**src/rtl/stream_mux_rr_if.sv**
```systemverilog
// Purpose: handshake bundle between N_CH input streams and one registered output stream.
// Latency: none, wiring only.
// Backpressure: carries in_ready per channel and out_ready from downstream.
// Ports: in_valid/in_data/in_ready per channel, mode/sel grant control,
//        out_valid/out_data/out_ch/out_ready on the merged output.
interface stream_mux_rr_if #(
    parameter int N_CH = 8,
    parameter int W    = 8,
    parameter int SW   = 3
);
    logic [N_CH-1:0]   in_valid;
    logic [N_CH*W-1:0] in_data;
    logic [N_CH-1:0]   in_ready;
    logic              mode;
    logic [SW-1:0]     sel;
    logic              out_valid;
    logic [W-1:0]      out_data;
    logic [SW-1:0]     out_ch;
    logic              out_ready;

    // Traffic source / sink side (bench or surrounding logic).
    modport master (
        output in_valid, in_data, mode, sel, out_ready,
        input  in_ready, out_valid, out_data, out_ch
    );

    // Multiplexer side.
    modport slave (
        input  in_valid, in_data, mode, sel, out_ready,
        output in_ready, out_valid, out_data, out_ch
    );
endinterface

```
**src/rtl/stream_mux_rr.sv**
```systemverilog
// Purpose: N_CH:1 stream multiplexer, fixed-select or round-robin grant, one output register.
// Latency: 1 cycle from input transfer to out_valid; 1 transfer/cycle sustained.
// Backpressure: output register reloads only when empty or being drained; otherwise in_ready is all zero.
// Ports: clk, rst_n (async active-low), bus (stream_mux_rr_if.slave) carrying the
//        per-channel inputs, mode/sel, and the registered out_valid/out_data/out_ch.
module stream_mux_rr #(
    parameter int N_CH = 8,
    parameter int W    = 8,
    parameter int SW   = 3
) (
    input  logic             clk,
    input  logic             rst_n,
    stream_mux_rr_if.slave   bus
);

    logic [SW-1:0]   last;
    logic            out_valid_q;
    logic [W-1:0]    out_data_q;
    logic [SW-1:0]   out_ch_q;

    logic            load_en;
    logic            grant_vld;
    logic [SW-1:0]   grant_ch;
    logic [W-1:0]    grant_dat;
    logic [N_CH-1:0] ready_vec;

    // Register may take a new word when it is empty or its word leaves this cycle.
    assign load_en = !out_valid_q || bus.out_ready;

    always_comb begin
        grant_vld = 1'b0;
        grant_ch  = '0;
        if (!bus.mode) begin
            // Fixed select; an out-of-range sel simply matches no channel.
            for (int i = 0; i < N_CH; i++) begin
                if (int'(bus.sel) == i && bus.in_valid[i]) begin
                    grant_vld = 1'b1;
                    grant_ch  = SW'(i);
                end
            end
        end else begin
            // Round-robin: first look above last, then wrap to 0..last.
            for (int i = 0; i < N_CH; i++) begin
                if (!grant_vld && i > int'(last) && bus.in_valid[i]) begin
                    grant_vld = 1'b1;
                    grant_ch  = SW'(i);
                end
            end
            for (int i = 0; i < N_CH; i++) begin
                if (!grant_vld && i <= int'(last) && bus.in_valid[i]) begin
                    grant_vld = 1'b1;
                    grant_ch  = SW'(i);
                end
            end
        end
    end

    always_comb begin
        grant_dat = '0;
        for (int i = 0; i < N_CH; i++) begin
            if (grant_ch == SW'(i)) begin
                grant_dat = bus.in_data[i*W +: W];
            end
        end
    end

    // rst_n gates in_ready so nothing is accepted while reset is held.
    always_comb begin
        ready_vec = '0;
        for (int i = 0; i < N_CH; i++) begin
            ready_vec[i] = rst_n && load_en && grant_vld && (grant_ch == SW'(i));
        end
    end

    always_ff @(posedge clk or negedge rst_n) begin
        if (!rst_n) begin
            out_valid_q <= 1'b0;
            out_data_q  <= '0;
            out_ch_q    <= '0;
            last        <= SW'(N_CH - 1);
        end else if (load_en) begin
            if (grant_vld) begin
                out_valid_q <= 1'b1;
                out_data_q  <= grant_dat;
                out_ch_q    <= grant_ch;
                last        <= grant_ch;
            end else begin
                // Drained with nothing to replace it: data/ch keep their old values.
                out_valid_q <= 1'b0;
            end
        end
    end

    assign bus.in_ready  = ready_vec;
    assign bus.out_valid = out_valid_q;
    assign bus.out_data  = out_data_q;
    assign bus.out_ch    = out_ch_q;

endmodule

```
**src/flat_wrapper.sv**
```systemverilog
// flat-port wrapper written by rule: the top's interface ports become plain ports
module stream_mux_rr_flat 
#(
    parameter int N_CH = 8,
    parameter int W    = 8,
    parameter int SW   = 3
)
  (clk, rst_n, bus_in_valid, bus_in_data, bus_mode, bus_sel, bus_out_ready, bus_in_ready, bus_out_valid, bus_out_data, bus_out_ch);
  stream_mux_rr_if #(.N_CH(N_CH), .W(W), .SW(SW)) bus_i ();
  input  logic clk;
  input  logic rst_n;
  input wire logic [$bits(bus_i.in_valid)-1:0] bus_in_valid;
  input wire logic [$bits(bus_i.in_data)-1:0] bus_in_data;
  input wire logic [$bits(bus_i.mode)-1:0] bus_mode;
  input wire logic [$bits(bus_i.sel)-1:0] bus_sel;
  input wire logic [$bits(bus_i.out_ready)-1:0] bus_out_ready;
  output wire logic [$bits(bus_i.in_ready)-1:0] bus_in_ready;
  output wire logic [$bits(bus_i.out_valid)-1:0] bus_out_valid;
  output wire logic [$bits(bus_i.out_data)-1:0] bus_out_data;
  output wire logic [$bits(bus_i.out_ch)-1:0] bus_out_ch;
  assign bus_i.in_valid = bus_in_valid;
  assign bus_i.in_data = bus_in_data;
  assign bus_i.mode = bus_mode;
  assign bus_i.sel = bus_sel;
  assign bus_i.out_ready = bus_out_ready;
  assign bus_in_ready = bus_i.in_ready;
  assign bus_out_valid = bus_i.out_valid;
  assign bus_out_data = bus_i.out_data;
  assign bus_out_ch = bus_i.out_ch;
  stream_mux_rr #(.N_CH(N_CH), .W(W), .SW(SW)) u_core (.clk(clk), .rst_n(rst_n), .bus(bus_i));
endmodule
```
**config.mk**
```make
export PLATFORM = sky130hd
export DESIGN_NAME = stream_mux_rr_flat
export DESIGN_NICKNAME = d
export VERILOG_FILES = /design/src/rtl/stream_mux_rr_if.sv /design/src/rtl/stream_mux_rr.sv /design/src/flat_wrapper.sv
export SDC_FILE = /design/constraint.sdc
export NUM_CORES = 1
export LEC_CHECK = 0
export CAP_MARGIN = 10
export CORE_ASPECT_RATIO = 1.1
export CORE_UTILIZATION = 40
export CTS_BUF_LIST = sky130_fd_sc_hd__clkbuf_8
export DETAILED_ROUTE_END_ITERATION = 6
export PLACE_DENSITY = 0.88
export SLEW_MARGIN = 30
export SYNTH_ARGS = -nofsm -noshare
export SYNTH_HDL_FRONTEND = slang
export SYNTH_SLANG_ARGS = --single-unit
```
**constraint.sdc**
```tcl
create_clock -name clk -period 7.58 [get_ports clk]
set_clock_uncertainty 0.05 [all_clocks]
set_input_delay 0.758 -clock clk [delete_from_list [all_inputs] [get_ports clk]]
set_output_delay 0.758 -clock clk [all_outputs]
set_load 0.01 [all_outputs]
```
Word-level counts from Yosys, hierarchy flattened
Index checks and enable logic that the tools add are counted.

Output and inout bits: 20. Bits in registers: 15. Input bits: 79.

Reduce and logical (&&, ||, !) cells: 65. Mux-type cells: 70. Order comparisons: 14. Eq/ne operators: 14.

Operators by type and width (number): $mux 8 (8); $mux 3 (17); $logic_and 1x1->1 (46); $mux 1 (41); $eq 3x3->1 const B (8); $logic_not 1->1 (15); $eq 3x2->1 const B (4); $gt 3x3->1 const A (4); $le 3x3->1 const A (4); $mux 2 (4); $eq 3x1->1 const B (2); $gt 2x3->1 const A (2); $le 2x3->1 const A (2); $logic_not 3->1 (2); $gt 1x3->1 const A (1); $le 1x3->1 const A (1); $reduce_and 2->1 (1); $logic_or 1x1->1 (1).

Logic depth before layout (Yosys ltp)
Depth after elaboration: 82. Mapped depth: 12. Gate-level depth less buffers: 8.

Least setup slack after synthesis
OpenSTA, ideal clock, no wires.

Path type: input port to output port. From: in bus_in_valid[6]. To: out bus_in_ready[7]. Arrival time: 2.860 ns. Data required time: 6.772 ns. Stages: 9. Setup slack: 3.912 ns. Path through: a21bo_1 a2bb2oi_2 or4_4 or4_4 a31oi_1 buf_2 buf_4 nand2_1 nor2_1.

Word-level cells in the longest chain between the ends: 49.

Ends and longest elaborated chain: from (decl) (line flat_wrapper.sv:12) `input wire logic [$bits(bus_i.in_valid)-1:0] bus_in_valid;`; $logic_and 1x1->1 (line stream_mux_rr.sv:44) `if (!grant_vld && i > int'(last) && bus.in_valid[i]) begin`; $mux 1 (line stream_mux_rr.sv:44); $mux 1 (line stream_mux_rr.sv:33) `if (!bus.mode) begin`; $logic_not 1->1 (line stream_mux_rr.sv:44); $logic_and 1x1->1 (2 in series) (line stream_mux_rr.sv:44); $mux 1 (line stream_mux_rr.sv:44); $mux 1 (line stream_mux_rr.sv:33); $logic_not 1->1 (line stream_mux_rr.sv:50) `if (!grant_vld && i <= int'(last) && bus.in_valid[i]) begin`; [... 31 more ...]; $mux 1 (line stream_mux_rr.sv:50); $mux 1 (line stream_mux_rr.sv:33); $logic_not 1->1 (line stream_mux_rr.sv:50); $logic_and 1x1->1 (2 in series) (line stream_mux_rr.sv:50); $mux 3 / $mux 1 (equally long branches) (line stream_mux_rr.sv:50); $mux 3 / $mux 1 (equally long branches) (line stream_mux_rr.sv:33); $eq 3x3->1 / $logic_and 1x1->1 (equally long branches) (line stream_mux_rr.sv:71) `ready_vec[i] = rst_n && load_en && grant_vld && (grant_ch == SW'(i));`; $logic_and 1x1->1 (*) (line stream_mux_rr.sv:71); to (decl) (line flat_wrapper.sv:17) `output wire logic [$bits(bus_i.in_ready)-1:0] bus_in_ready;`.

Mark *: on every way between the ends. The rest lies on a longest branch, timed or not. The select of a mux whose other input is x is not followed.

Worst setup path in the final report
From: in bus_in_valid[2]. To: out bus_in_ready[3].

Word-level cells in the longest chain between the ends: 69.

Ends and longest elaborated chain (line): $logic_and 1x1->1 (stream_mux_rr.sv:44); $mux 1 (stream_mux_rr.sv:44); $mux 1 (stream_mux_rr.sv:33); $logic_not 1->1 (stream_mux_rr.sv:44); $logic_and 1x1->1 (2 in series) (stream_mux_rr.sv:44); $mux 1 (stream_mux_rr.sv:44); $mux 1 (stream_mux_rr.sv:33); $logic_not 1->1 (stream_mux_rr.sv:44); [... 51 more ...]; $mux 1 (stream_mux_rr.sv:50); $mux 1 (stream_mux_rr.sv:33); $logic_not 1->1 (stream_mux_rr.sv:50); $logic_and 1x1->1 (2 in series) (stream_mux_rr.sv:50); $mux 3 / $mux 1 (equally long branches) (stream_mux_rr.sv:50); $mux 3 / $mux 1 (equally long branches) (stream_mux_rr.sv:33); $eq 3x2->1 / $logic_and 1x1->1 (equally long branches) (stream_mux_rr.sv:71); $logic_and 1x1->1 (*) (stream_mux_rr.sv:71).

Marked as above.

==> flow_metrics.env <==
export IMPL_synthTopCellsByCount="sky130_fd_sc_hd__nand2_1, sky130_fd_sc_hd__mux2i_1, sky130_fd_sc_hd__dfrtp_1"
export IMPL_cts_buffers_inserted=3
export IMPL_drt_pre_antenna_iters=4
export IMPL_dieWidth_um=65.8
export IMPL_dp_hpwl_mm=4.76
export IMPL_layout_drive_gt1_share_pct=15.4
export IMPL_worst_pin_slew_ns=0.723
export IMPL_cts_root_buffer_cell="sky130_fd_sc_hd__clkbuf_8"
export IMPL_drcViolationCount=0
export IMPL_synth_ff_type="sky130_fd_sc_hd__dfrtp_1"
export IMPL_async_flop_share_pct=100
export IMPL_fin_util_pct=66.3
export IMPL_fin_setup_tns_ns=0
export IMPL_final_min_clock_period_ns=4.85
export IMPL_power_per_cell_area_nw_per_um2=186
export IMPL_yosys_warnings=0
export IMPL_min_period_over_period_pct=64.0
export IMPL_synth_edff_count=0
export IMPL_post_cts_setup_driven_buffer_insertion_count=0
export IMPL_cts_hold_buffers=0
export IMPL_run_status="complete, no violations"
export IMPL_syn_area_um2=1790
export IMPL_synth_area_per_cell_um2=8.96
export IMPL_finalWirelength_mm=6.11
export IMPL_r2r_start="u_core.last[1]$_DFFE_PN1P_"
export IMPL_routabilityCongestion=0.903
export IMPL_grt_first_pass_wirelength_mm=9.48
export IMPL_max_cap_viols=0
export IMPL_worst_path_max_fanout=28
export IMPL_cts_sink_count=15
export IMPL_placed_instance_count=342
export IMPL_timing_critical_path_from_type="input pin"
export IMPL_slew_headroom_pct=51.6
export IMPL_vias=2023
export IMPL_die_area_um2=4750
export IMPL_clock_fmax_mhz=206
export IMPL_floorplan_initialDensity_pct=41.8
export IMPL_clk_pin_slew_ns=0.06
export IMPL_grt_use_total_pct=26.0
export IMPL_cp_startpoint="bus_in_valid[2]"
export IMPL_layout_area_overhead_vs_synth_pct=58.5
export IMPL_coreArea_um2=4290
export IMPL_yosysUniqueCellTypes=56
export IMPL_core_rowCount=25
export IMPL_n_fill_cell=346
export IMPL_cts_resized_gates=0
export IMPL_finalHoldViolations=0
export IMPL_die_height_um=72.2
export IMPL_detailedRoute_firstIterationViolations=171
export IMPL_synth_most_common_cell="sky130_fd_sc_hd__nand2_1"
export IMPL_insertedDiodeCount=0
export IMPL_finalSetupViolations=0
export IMPL_ys_top_cells_by_area="sky130_fd_sc_hd__dfrtp_1, sky130_fd_sc_hd__mux2i_1, sky130_fd_sc_hd__o221ai_2"
export IMPL_grt_pass1_vias=1967
export IMPL_port_buffer_count=98
export IMPL_tritoncts="yes"
export IMPL_grt_antenna_before_repair=0
export IMPL_htree_levels=1
export IMPL_globalRoute_totalOverflow=0
export IMPL_io_pins=99
export IMPL_rsz0062_at_grt="no"
export IMPL_crit_path_end_kind="primary output"
export IMPL_synthesis_nets=279
export IMPL_synth_top_area_share_pct=16.7
export IMPL_finalNetCount=372
export IMPL_viasPerCell=5.85
export IMPL_synth_sequential_area_ratio_pct=21.1
export IMPL_ys_ff_latch=15
export IMPL_layout_cells_non_filler=346
export IMPL_critPathKind="input pin to primary output"
export IMPL_irDropWorstVdd_mv=0.142
export IMPL_required_ns=6.77
export IMPL_insertion_delay_ns=0.25
export IMPL_antenna_left=0
export IMPL_drt_wirelength_per_cell_um=17.7
export IMPL_final_max_slew_violation_count=0
export IMPL_grt_start_max_net_pins=29
export IMPL_synth_area_leader_cell="sky130_fd_sc_hd__dfrtp_1"
export IMPL_hp_start="u_core.bus.out_ch[0]$_DFFE_PN0P_"
export IMPL_classification_of_the_worst_slack_hold_path="register to register"
export IMPL_critPathArrivalTime_ns=4.04
export IMPL_synthCells=200
export IMPL_leakage_nw=1.10
export IMPL_clock_tree_buffer_depth=2
-- worst max-delay path, cell delays in order --
cell and delay [ns]:
sky130_fd_sc_hd__clkdlybuf4s50_1 0.48, sky130_fd_sc_hd__nand2b_2 0.14, sky130_fd_sc_hd__a21oi_2 0.10, sky130_fd_sc_hd__or4_4 0.56
sky130_fd_sc_hd__or4_4 0.59, sky130_fd_sc_hd__a31oi_4 0.17, sky130_fd_sc_hd__buf_4 0.40, sky130_fd_sc_hd__nand2_1 0.15
sky130_fd_sc_hd__nor2_1 0.15, sky130_fd_sc_hd__clkdlybuf4s50_1 0.55
-- cell usage in the layout, fill, tap and decap left out, types with 5 or more instances in the layout --
cell type and instances:
sky130_fd_sc_hd__mux2i_1 20, sky130_fd_sc_hd__nor2_1 11, sky130_fd_sc_hd__nand3_1 5, sky130_fd_sc_hd__o22a_1 7
sky130_fd_sc_hd__a21o_1 6, sky130_fd_sc_hd__o221ai_1 7, sky130_fd_sc_hd__inv_1 7, sky130_fd_sc_hd__nor2_4 7
sky130_fd_sc_hd__dfrtp_1 12, sky130_fd_sc_hd__clkdlybuf4s50_1 98, sky130_fd_sc_hd__mux2_2 8, sky130_fd_sc_hd__o221ai_2 7
sky130_fd_sc_hd__nor3_1 8, sky130_fd_sc_hd__nand2_1 21
-- sequential cells by signal, indices dropped and copies added, names as in the netlist --
signal and count:
u_core.bus.out_data 8, u_core.bus.out_ch 3, u_core.bus.out_valid 1, u_core.last 3
-- worst paths after layout --
path                            cells past startpoint  slack [ns]                                 end
worst max register to register                      8        3.73  u_core.bus.out_data[5]$_DFFE_PN0P_
min in group asynchronous                           1        0.89  u_core.bus.out_data[4]$_DFFE_PN0P_
worst min register to register                      1        0.43    u_core.bus.out_ch[0]$_DFFE_PN0P_
worst min-delay path                                1        0.43    u_core.bus.out_ch[0]$_DFFE_PN0P_
max in group asynchronous                           1        6.13    u_core.bus.out_valid$_DFFE_PN0N_
worst max-delay path                               10        2.73                     bus_in_ready[3]
-- logic make-up (layout without fill, tap and decap cells) --
family / after synthesis / after routing / share of synthesized area, %
and+or+nand+nor: 72 / 72 / 23.7
AOI/OAI and AO/OA: 62 / 62 / 30.6
muxes: 29 / 29 / 17.4
buffers and inverters: 21 / 113 / 6.56
DFF: 15 / 15 / 21.1
adders and majority gates: 1 / 1 / 0.558
-- layout make-up --
type | instances | area, um2 | share of cell area, %
tap | 54 | 67.6 | 2.38
timing repair buffer | 102 | 1010 | 35.6
clock buffer | 3 | 41.3 | 1.45
clock inverter | 1 | 5.00 | 0.176
sequential | 15 | 379 | 13.3
inverter | 7 | 26.3 | 0.925
multi-input combinational | 164 | 1310 | 46.1
-- where the power goes --
part           leakage, nW  internal [W]  switching (W)
Clock               0.0255     0.0000364      0.0000285
Sequential           0.175      0.000111      0.0000320
Combinational        0.898      0.000170       0.000152
-- layer usage --
| metal | global-route usage, % | vias up | part of all wire, % |
|---|---|---|---|
| met2 | 45.2 | 89 | 52 |
| met1 | 33.4 | 969 | 41 |
| met5 | 0 | - | 0 |
| met3 | 2.67 | 8 | 6.1 |
| li1 | - | 957 | - |
| met4 | 7.97 | 0 | 1.0 |
-- per-stage QoR --
stage	worst slack, ns	hold slack (ns)	total power (W)	area, um2
final	2.73	0.431	0.000529	2840
after global placement	2.85	0.418	0.000458	2800
after detailed placement	2.75	0.419	0.000462	2800
after global routing	2.57	0.450	0.000561	2840
after floorplan	3.91	0.412	0.000331	1790
after CTS	2.75	0.438	0.000531	2840
No activity file was read; power rests on OpenSTA's default activity.
